<file path="src/rtl/sid_pkg.sv">
// Shared constants for the SID host register-write receiver.
// Register map offsets, waveform-control bit masks, and field widths.
// The packed write-command layout is also defined here.
package sid_pkg;

  // Per-voice register offsets (ui_in[2:0])
  localparam logic [2:0] REG_FREQ_LO = 3'd0;
  localparam logic [2:0] REG_FREQ_HI = 3'd1;
  localparam logic [2:0] REG_PW_LO   = 3'd2;
  localparam logic [2:0] REG_PW_HI   = 3'd3;
  localparam logic [2:0] REG_ATK_DEC = 3'd4;
  localparam logic [2:0] REG_SUS_REL = 3'd5;
  localparam logic [2:0] REG_WAVE    = 3'd6;
  localparam logic [2:0] REG_RSVD    = 3'd7;

  // Waveform/control byte bit masks
  localparam logic [7:0] WAV_GATE  = 8'h01;
  localparam logic [7:0] WAV_TRI   = 8'h10;
  localparam logic [7:0] WAV_SAW   = 8'h20;
  localparam logic [7:0] WAV_PULSE = 8'h40;
  localparam logic [7:0] WAV_NOISE = 8'h80;

  localparam int FREQ_W = 16;
  localparam int PW_W   = 12;
  localparam int BYTE_W = 8;
  localparam int BUS_W  = 13;

  // Write command as carried through the synchroniser: {voice, addr, data}
  typedef struct packed {
    logic [1:0] voice;
    logic [2:0] addr;
    logic [7:0] data;
  } wr_bus_t;

endpackage

</file>
<file path="src/rtl/sid_sync_edge.sv">
// Synchroniser for the host write strobe plus its bus, with a rising-edge pulse.
// Latency: strobe sampled at edge k -> rise/bus_out valid after edge k+SYNC_STAGES-1.
// No backpressure; the host must keep the strobe low >= 1 clk between writes.
// Ports: clk, rst_n, stb (async strobe), bus (async data), bus_out (aligned bus), rise (1-clk pulse).
module sid_sync_edge #(
  parameter int SYNC_STAGES = 2,
  parameter int W           = 13
) (
  input  logic         clk,
  input  logic         rst_n,
  input  logic         stb,
  input  logic [W-1:0] bus,
  output logic [W-1:0] bus_out,
  output logic         rise
);

  logic [SYNC_STAGES-1:0] stb_q;
  logic [W-1:0]           bus_q [SYNC_STAGES];

  // The bus travels in lockstep with the strobe, so whatever was on the bus
  // when the strobe was first sampled high is what bus_out shows with rise.
  // rise is registered from the second-to-last stage so it lines up with
  // the last bus stage without any combinational edge detect on the output.
  always_ff @(posedge clk or negedge rst_n) begin
    if (!rst_n) begin
      stb_q <= '0;
      for (int i = 0; i < SYNC_STAGES; i++) bus_q[i] <= '0;
      rise  <= 1'b0;
    end else begin
      stb_q    <= {stb_q[SYNC_STAGES-2:0], stb};
      bus_q[0] <= bus;
      for (int i = 1; i < SYNC_STAGES; i++) bus_q[i] <= bus_q[i-1];
      rise     <= stb_q[SYNC_STAGES-2] & ~stb_q[SYNC_STAGES-1];
    end
  end

  assign bus_out = bus_q[SYNC_STAGES-1];

endmodule

</file>
<file path="src/rtl/sid_host_reg_rx.sv">
// Host register-write receiver: decodes synchronised writes into the per-voice register bank.
// Latency: strobe sampled at edge k -> wr_stb_o after edge k+1 -> registers updated after edge k+2.
// No backpressure; every strobe rising edge is a write. Voices >= NUM_VOICES are dropped and flagged.
// Ports: clk, rst_n, ui_in {stb, -, -, voice[1:0], addr[2:0]}, uio_in data; outputs are the
//        flattened register bank, gate edge pulses, write pulse and sticky bad-voice flag.
module sid_host_reg_rx
  import sid_pkg::*;
#(
  parameter int NUM_VOICES  = 3,
  parameter int SYNC_STAGES = 2
) (
  input  logic                         clk,
  input  logic                         rst_n,
  input  logic [7:0]                   ui_in,
  input  logic [7:0]                   uio_in,
  output logic [FREQ_W*NUM_VOICES-1:0] freq_o,
  output logic [PW_W*NUM_VOICES-1:0]   pw_o,
  output logic [BYTE_W*NUM_VOICES-1:0] atk_dec_o,
  output logic [BYTE_W*NUM_VOICES-1:0] sus_rel_o,
  output logic [BYTE_W*NUM_VOICES-1:0] wav_o,
  output logic [NUM_VOICES-1:0]        gate_rise_o,
  output logic [NUM_VOICES-1:0]        gate_fall_o,
  output logic                         wr_stb_o,
  output logic                         bad_voice_o
);

  logic [BUS_W-1:0] sync_bus;
  logic             wr;
  wr_bus_t          cmd;
  logic             voice_ok;
  logic             new_gate;
  logic             unused_bits;

  logic [FREQ_W-1:0] freq_q    [NUM_VOICES];
  logic [PW_W-1:0]   pw_q      [NUM_VOICES];
  logic [7:0]        ad_q      [NUM_VOICES];
  logic [7:0]        sr_q      [NUM_VOICES];
  logic [7:0]        wav_q     [NUM_VOICES];
  logic [7:0]        freq_hi_q [NUM_VOICES];
  logic [3:0]        pw_hi_q   [NUM_VOICES];
  logic [NUM_VOICES-1:0] gate_rise_q;
  logic [NUM_VOICES-1:0] gate_fall_q;
  logic                  bad_q;

  // ui_in[6:5] carry nothing.
  assign unused_bits = &{1'b0, ui_in[6:5]};

  sid_sync_edge #(
    .SYNC_STAGES(SYNC_STAGES),
    .W          (BUS_W)
  ) u_sync (
    .clk    (clk),
    .rst_n  (rst_n),
    .stb    (ui_in[7]),
    .bus    ({ui_in[4:0], uio_in}),
    .bus_out(sync_bus),
    .rise   (wr)
  );

  assign cmd      = wr_bus_t'(sync_bus);
  assign voice_ok = ({30'd0, cmd.voice} < NUM_VOICES);
  assign new_gate = |(cmd.data & WAV_GATE);

  always_ff @(posedge clk or negedge rst_n) begin
    if (!rst_n) begin
      for (int v = 0; v < NUM_VOICES; v++) begin
        freq_q[v]    <= '0;
        pw_q[v]      <= '0;
        ad_q[v]      <= '0;
        sr_q[v]      <= '0;
        wav_q[v]     <= '0;
        freq_hi_q[v] <= '0;
        pw_hi_q[v]   <= '0;
      end
      gate_rise_q <= '0;
      gate_fall_q <= '0;
      bad_q       <= 1'b0;
    end else begin
      // Gate pulses last exactly the one cycle following the WAVE commit.
      gate_rise_q <= '0;
      gate_fall_q <= '0;
      if (wr) begin
        if (!voice_ok) begin
          bad_q <= 1'b1;
        end else begin
          for (int v = 0; v < NUM_VOICES; v++) begin
            if (cmd.voice == 2'(v)) begin
              case (cmd.addr)
                // HI bytes only stage; the LO write commits the whole word
                // in one edge so the voices never see a half-updated value.
                REG_FREQ_LO: freq_q[v]    <= {freq_hi_q[v], cmd.data};
                REG_FREQ_HI: freq_hi_q[v] <= cmd.data;
                REG_PW_LO:   pw_q[v]      <= {pw_hi_q[v], cmd.data};
                REG_PW_HI:   pw_hi_q[v]   <= cmd.data[3:0];
                REG_ATK_DEC: ad_q[v]      <= cmd.data;
                REG_SUS_REL: sr_q[v]      <= cmd.data;
                REG_WAVE: begin
                  wav_q[v]       <= cmd.data;
                  gate_rise_q[v] <= new_gate & ~|(wav_q[v] & WAV_GATE);
                  gate_fall_q[v] <= ~new_gate & |(wav_q[v] & WAV_GATE);
                end
                REG_RSVD: ;
                default: ;
              endcase
            end
          end
        end
      end
    end
  end

  for (genvar gv = 0; gv < NUM_VOICES; gv++) begin : g_flat
    assign freq_o[FREQ_W*gv +: FREQ_W]    = freq_q[gv];
    assign pw_o[PW_W*gv +: PW_W]          = pw_q[gv];
    assign atk_dec_o[BYTE_W*gv +: BYTE_W] = ad_q[gv];
    assign sus_rel_o[BYTE_W*gv +: BYTE_W] = sr_q[gv];
    assign wav_o[BYTE_W*gv +: BYTE_W]     = wav_q[gv];
  end

  assign gate_rise_o = gate_rise_q;
  assign gate_fall_o = gate_fall_q;
  assign wr_stb_o    = wr;
  assign bad_voice_o = bad_q;

endmodule

</file>
<file path="config.mk">
export PLATFORM = sky130hd
export DESIGN_NAME = sid_host_reg_rx
export DESIGN_NICKNAME = d
export VERILOG_FILES = /design/src/rtl/sid_pkg.sv /design/src/rtl/sid_sync_edge.sv /design/src/rtl/sid_host_reg_rx.sv
export SDC_FILE = /design/constraint.sdc
export NUM_CORES = 1
export LEC_CHECK = 0
export CAP_MARGIN = 20
export CORE_MARGIN = 1
export CORE_UTILIZATION = 50
export CTS_CLUSTER_SIZE = 14
export DETAILED_ROUTE_END_ITERATION = 12
export PLACE_DENSITY = 0.85
export SYNTH_ARGS = -nofsm -noshare
export SYNTH_HDL_FRONTEND = slang
export SYNTH_SLANG_ARGS = --single-unit
</file>
<file path="constraint.sdc">
create_clock -name clk -period 1.79 [get_ports clk]
set_input_delay 0.2685 -clock clk [delete_from_list [all_inputs] [get_ports clk]]
set_output_delay 0.2685 -clock clk [all_outputs]
set_load 0.01 [all_outputs]
</file>
==> reports/summary.txt, run 1 <==
status: complete, no violations
pre-CTS worst setup slack: 62.9 ps
CP Capture Type: primary output
residual DRC count: 0
Min Clock Period, post-route: 1740 ps
Fin. Hold Viols: 0
syn_nets: 502
Leakage: 5.33 nW
DP Area: 0.0105 sq mm
# setup viols final: 0
Initial Utilization: 51.9%
fill count: 1034
RePlAce Congestion: 0.792
maximum vdd ir drop: 0.000804 V
vias in the first global route: 5172
Period Utilization, post-route: 97.2%
Layout Cells excl Fill: 911
CP max FO: 4
num ports: 182
Slew Viols, Final: 0
synth warn: 0
starting DRC count in detailed routing: 123
Core ar.: 0.0161 sq mm
CP startpoint kind: register
multi-input logic area: 0.00254 sq mm
Power Total: 12.3 mW
register area: 0.00571 sq mm
hold slack: 204 ps
Clock transition at path regs: 60 ps
Slowest-stage cell, CP: clkdlybuf4s50_1
Port Buf Inserts: 179
critical path's top delay family: buffers and inverters
Seq/Total Area, Yosys: 68.2%
Die W: 131 um
DR vias/cell: 5.22
Clock Latency Late Sink: 490 ps
nets: 698
worst stage delay on the critical path: 580 ps
Routed wire per std cell: 20.5 um
FF+latch count, synth: 228
CTS tree: built
Post-Synthesis Cell Area: 0.00837 sq mm
Max Fclk: 575 MHz
buffer depth of the longest clock path: 3
WS Path Type: reg -> out
critical path arrival: 1470 ps
clock skew: 12.8 ps
Cells after DPL: 870
DR vias: 4751
Setup TNS Final: 0 ps
crit path cell chain: clkdlybuf4s50_1
first-pass GRT wire length: 30.0 mm
CTS Buf Count: 23
core occupancy in the finished layout: 69.5%
pin count of the biggest net entering global routing: 54
CTS H-Tree Depth: 1
Global Route Usage Sum: 22.4%
initial antenna violation count: 0
routed wire length: 18.7 mm
row count: 46
Distinct cells, synth: 23
die height: 131 um
RSZ-0062 raised after global routing: no
post-CTS setup buffers: 0
Final ANT Viol Nets: 0
TritonRoute pass-1 iters: 4
Die Area: 0.0173 sq mm
Tightest Pin Transition: 1020 ps
Mapped Cells: 484
CTS sink cnt: 228
average cell area after synthesis: 17.3 sq um
Post-DP HPWL: 12.6 mm
Hold Path Class: in -> reg
fin area: 0.0112 sq mm
diodes inserted: 0
max_cap viols: 0
GRT overflow: 0
CTS Root Buffer Type: clkbuf_16
Area Overhead vs Synth: 33.9%
Setup WS post-layout: 49.6 ps
normalized max-slew margin: 32.0%
Req. time, crit path: 1520 ps
layout cells sized above 1: 36.7%
power density over the cells: 1100 mW/mm^2
CP Buf/Inv Count: 1
==> area by class of cell <==
| type | instances | area share (%) |
|---|---|---|
| Timing Repair Buffer | 195 | 17.7 |
| Clock inverter | 5 | 0.447 |
| Clock buffer | 35 | 5.90 |
| Multi-Input combinational cell | 232 | 22.6 |
| Tap cell | 216 | 2.41 |
| Sequential cell | 228 | 50.9 |
==> state kept, by name (all words and copies together), names as in the netlist, 3 cells and up <==
signal	count
freq_o	48
pw_o	36
atk_dec_o	24
freq_hi_q	24
sus_rel_o	24
wav_o	24
u_sync.bus_out	13
u_sync.bus_q	13
pw_hi_q	12
gate_fall_o	3
gate_rise_o	3
==> cell usage in the layout, fill, tap and decap left out, types with 2 or more instances in the layout <==
master / netlist / layout
dfrtp_1: 228 / 228
clkdlybuf4s50_1: 0 / 177
mux2_2: 172 / 172
clkbuf_16: 0 / 23
mux2_4: 20 / 20
buf_4: 1 / 10
clkbuf_1: 13 / 8
nand2_1: 6 / 6
nor2_2: 5 / 5
nand2_2: 5 / 5
buf_12: 0 / 5
clkinv_2: 0 / 4
clkbuf_8: 0 / 4
nand2b_1: 4 / 3
and3_1: 3 / 3
nand4b_1: 2 / 2
and3b_1: 2 / 2
and4bb_1: 2 / 2
nor3b_1: 2 / 2
nor4b_1: 2 / 2
nor2b_1: 2 / 2
==> worst paths after layout <==
kind | slack, ps | to | depth (start not counted) | startpoint
setup / recovery | 50 | wav_o[8] | 1 | wav_o[8]$_DFFE_PN0P_
hold / removal | 200 | u_sync.bus_q[24]$_DFF_PN0_ | 1 | ui_in[3]
hold reg to reg | 350 | u_sync.bus_out[12]$_DFF_PN0_ | 0 | u_sync.bus_q[25]$_DFF_PN0_
max in group asynchronous | 880 | freq_o[6]$_DFFE_PN0P_ | 3 | rst_n
min in group asynchronous | 280 | wav_o[3]$_DFFE_PN0P_ | 2 | rst_n
setup reg to reg | 80 | pw_o[35]$_DFFE_PN0P_ | 3 | u_sync.bus_out[11]$_DFF_PN0_
==> metal layers <==
layer,GRT usage [%],up-vias,part of all wire (%)
li1,-,2096,-
met1,29.0,2503,41
met2,38.7,123,52
met3,3.97,29,4.3
met4,6.52,0,2.3
met5,0,-,0
==> Yosys cell counts <==
cell type	count	area share [%]
dfrtp_1	228	68
and3b_1	2	0.21
nor3b_1	2	0.18
buf_4	1	0.090
buf_6	3	0.40
and3_1	3	0.22
nand2_4	1	0.13
nand4b_1	2	0.21
nor4b_1	2	0.21
a31o_2	1	0.10
and2b_1	1	0.090
nand2_1	6	0.27
mux2_4	20	3.6
clkbuf_1	13	0.58
nand2_2	5	0.37
nor4b_4	1	0.28
and4bb_1	2	0.30
nor2b_1	2	0.15
mux2_2	172	23
buf_2	7	0.42
nand2b_1	4	0.30
and4bb_2	1	0.15
nor2_2	5	0.37
==> report_power, final <==
part	total [mW]	leakage (nW)	switching (mW)	internal, mW
sequential	6.05	3.01	0.363	5.68
clock	4.51	0.351	1.83	2.67
combinational	1.74	1.97	0.651	1.09
==> logic make-up (layout without fill, tap and decap cells) <==
family | after synthesis | after routing | share of synthesized area [%]
DFF | 228 | 228 | 68.2
muxes | 192 | 192 | 26.7
buffers and inverters | 24 | 235 | 1.50
AOI/OAI and AO/OA | 1 | 1 | 0.105
and+or+nand+nor | 39 | 39 | 3.45
==> repair_timing <==
| action | CTS | global route |
|---|---|---|
| hold buffers | 1 | 0 |
| hold endpoints to repair | 47 | 0 |
| setup endpoints to repair | 1 | 3 |
| gates resized for setup | 1 | 1 |
No activity file was read; power rests on OpenSTA's default activity.
==> run 2, diff against run 1 <==
--- a/config.mk
+++ b/config.mk
@@ -10,6 +10,7 @@
 export CORE_UTILIZATION = 50
 export CTS_CLUSTER_SIZE = 14
 export DETAILED_ROUTE_END_ITERATION = 12
+export HOLD_SLACK_MARGIN = 0.08
 export PLACE_DENSITY = 0.85
 export SYNTH_ARGS = -nofsm -noshare
 export SYNTH_HDL_FRONTEND = slang
==> results of run 2 <==
Same layout as run 1: the final DEF is identical, and so are final timing and power.
==> run 3, diff against run 2 <==
--- a/config.mk
+++ b/config.mk
@@ -8,7 +8,6 @@
 export CAP_MARGIN = 20
 export CORE_MARGIN = 1
 export CORE_UTILIZATION = 50
-export CTS_CLUSTER_SIZE = 14
 export DETAILED_ROUTE_END_ITERATION = 12
 export HOLD_SLACK_MARGIN = 0.08
 export PLACE_DENSITY = 0.85
==> constraint.sdc (replaced) <==
create_clock -name clk -period 1.79 [get_ports clk]
set_input_delay 0.2685 -clock clk [delete_from_list [all_inputs] [get_ports clk]]
set_output_delay 0.2685 -clock clk [all_outputs]
set_load 0.05 [all_outputs]
==> run 3 against run 2 <==
Effect of this change: first-iteration DRC count is 59% higher; critical path depth rose by 2; clock power increased by 4%; die area did not move; sequential power about the same; non-clock buffer count is 2 lower; maximum frequency increased by 1.1%; setup slack gained 19 ps; final cell count down 0.11%; sequential share of layout area rose by 1.1 points; combinational power up 56%; largest power group unchanged; highest routed layer unchanged.
==> reports/summary.txt, run 3 (synthesis results as in run 1) <==
Routed wire per std cell: 20.4 um (was 20.5 um)
worst stage delay on the critical path: 450 ps (was 580 ps)
buffer depth of the longest clock path: 3 (unchanged)
clock skew: 12.8 ps (about the same)
Req. time, crit path: 2160 ps (was 1520 ps)
CTS Buf Count: 23 (unchanged)
post-CTS setup buffers: 0 (unchanged)
layout cells sized above 1: 43.2% (was 36.7%)
Final ANT Viol Nets: 0 (unchanged)
row count: 46 (unchanged)
Slowest-stage cell, CP: dfrtp_1 (was clkdlybuf4s50_1)
CTS H-Tree Depth: 1 (unchanged)
Max Fclk: 581 MHz (was 575 MHz)
Core ar.: 0.0161 sq mm (unchanged)
Tightest Pin Transition: 846 ps (was 1020 ps)
# setup viols final: 0 (unchanged)
max reg flops: 48 (unchanged)
R2R cell count: 3 (unchanged)
Post-DP HPWL: 12.7 mm (was 12.6 mm)
Fin. Hold Viols: 0 (unchanged)
status: complete, no violations (unchanged)
WS Path Type: reg -> reg (was reg -> out)
first-pass GRT wire length: 29.7 mm (was 30.0 mm)
hold slack: 215 ps (was 204 ps)
Initial Utilization: 51.9% (unchanged)
GRT overflow: 0 (unchanged)
worst r2r src: u_sync.bus_out[11]$_DFF_PN0_ (unchanged)
Die Area: 0.0173 sq mm (unchanged)
internal reg-to-reg setup slack: 70 ps (was 80 ps)
Area Overhead vs Synth: 31.2% (was 33.9%)
Die W: 131 um (unchanged)
TritonRoute pass-1 iters: 4 (unchanged)
power density over the cells: 1220 mW/mm^2 (was 1100 mW/mm^2)
Leakage: 5.88 nW (was 5.33 nW)
Worst R2R End: atk_dec_o[19]$_DFFE_PN0P_ (was pw_o[35]$_DFFE_PN0P_)
DR vias: 4748 (was 4751)
commonest non-fill, non-tap cell in the layout: dfrtp_1 (unchanged)
launch point of the worst hold path: uio_in[1] (was ui_in[3])
diodes inserted: 0 (unchanged)
maximum vdd ir drop: 0.000935 V (was 0.000804 V)
CTS tree: built (unchanged)
vias in the first global route: 5241 (was 5172)
Port Buf Inserts: 179 (unchanged)
DR vias/cell: 5.22 (about the same)
Hold Path Class: in -> reg (unchanged)
Clock transition at path regs: 60 ps (about the same)
pin count of the biggest net entering global routing: 55 (was 54)
RePlAce Congestion: 0.764 (was 0.792)
nets: 696 (was 698)
Hold Path Sink: u_sync.bus_q[14]$_DFF_PN0_ (was u_sync.bus_q[24]$_DFF_PN0_)
residual DRC count: 0 (unchanged)
starting DRC count in detailed routing: 196 (was 123)
fill count: 1139 (was 1034)
CTS sink cnt: 228 (unchanged)
normalized max-slew margin: 43.6% (was 32.0%)
initial antenna violation count: 0 (unchanged)
CTS Root Buffer Type: clkbuf_16 (unchanged)
Global Route Usage Sum: 22.2% (was 22.4%)
max_cap viols: 0 (unchanged)
Clock Latency Late Sink: 490 ps (about the same)
CP Capture Type: register (was primary output)
RSZ-0062 raised after global routing: yes (was no)
critical path arrival: 2090 ps (was 1470 ps)
hold depth: 1 (unchanged)
num ports: 182 (unchanged)
Slew Viols, Final: 0 (unchanged)
Power Total: 13.4 mW (was 12.3 mW)
Min Clock Period, post-route: 1720 ps (was 1740 ps)
die height: 131 um (unchanged)
Period Utilization, post-route: 96.2% (was 97.2%)
CP max FO: 8 (was 4)
CP startpoint kind: register (unchanged)
crit path cell chain: nand4b_1 -> nand2b_1 -> mux2_2 (was clkdlybuf4s50_1)
most frequent cells in the layout: dfrtp_1, mux2_2, dlygate4sd2_1 (was dfrtp_1, clkdlybuf4s50_1, mux2_2)
routed wire length: 18.6 mm (was 18.7 mm)
## run 3: changes by cell type in the layout (fill, tap and decap cells not counted), sizes merged
| cell | before | now |
|---|---|---|
| buf | 16 | 58 |
| clkbuf | 35 | 38 |
| clkdlybuf4s50 | 177 | 14 |
| clkinv | 4 | 2 |
| dlygate4sd2 | 1 | 120 |
## run 3: worst max-delay path: cells and delay by family (launching register included)
kind             cells  cell delay (ps)
AND/OR/NAND/NOR      2              760
flip-flops           1              450
multiplexers         1              380
## run 3: timing repair
action / in CTS / in global routing
gates resized for setup: 120 / 1
gates cloned: 0 / 0
endpoints found under the hold margin: 50 / 0
setup endpoints to repair: 120 / 50
hold buffers: 1 / 0
## run 3: area by class of cell
cell class              instances  area [sq um]  area share, %
multi-input cells             232          2540           23.1
well taps                     216           270           2.46
flip-flops and latches        228          5710           52.0
clock inverters                 3          40.0          0.365
clock buffers                  38           712           6.49
repair buffers                193          1710           15.6
## run 3: layer usage
metal	track usage [%]	share of wire, %
met5	0	0
met4	7.30	2.6
met3	3.70	3.8
met2	39.7	53
met1	27.4	41
## run 3: metrics by stage
step	instance area, sq um	setup TNS, ps	std cells	setup slack [ps]	utilization [%]
6_report	11000	0	910	68.4	68.1
5_1_grt	11000	-562	910	-35.5	68.1
4_1_cts	11000	0	910	7.70	68.1
3_5_place_dp	10400	0	868	33.1	64.3
3_3_place_gp	10400	0	868	124	64.3
2_1_floorplan	8370	0	484	89.1	-
## run 3: power breakdown
part           switching [mW]  internal [mW]
clock                    1.83           2.84
combinational            1.88          0.840
sequential              0.350           5.68
## run 3: worst max path at each step
stage | startpoint | to | slack [ps] | cells past startpoint
after floorplan | u_sync.rise$_DFF_PN0_ | pw_hi_q[10]$_DFFE_PN0P_ | 90 | 4
after global placement | u_sync.bus_out[11]$_DFF_PN0_ | pw_o[26]$_DFFE_PN0P_ | 120 | 3
after detailed placement | u_sync.bus_out[11]$_DFF_PN0_ | pw_o[24]$_DFFE_PN0P_ | 30 | 3
after CTS | u_sync.bus_out[11]$_DFF_PN0_ | pw_o[28]$_DFFE_PN0P_ | 8 | 3
after global routing | u_sync.bus_out[11]$_DFF_PN0_ | atk_dec_o[23]$_DFFE_PN0P_ | -40 | 3
final | u_sync.bus_out[11]$_DFF_PN0_ | atk_dec_o[19]$_DFFE_PN0P_ | 70 | 3
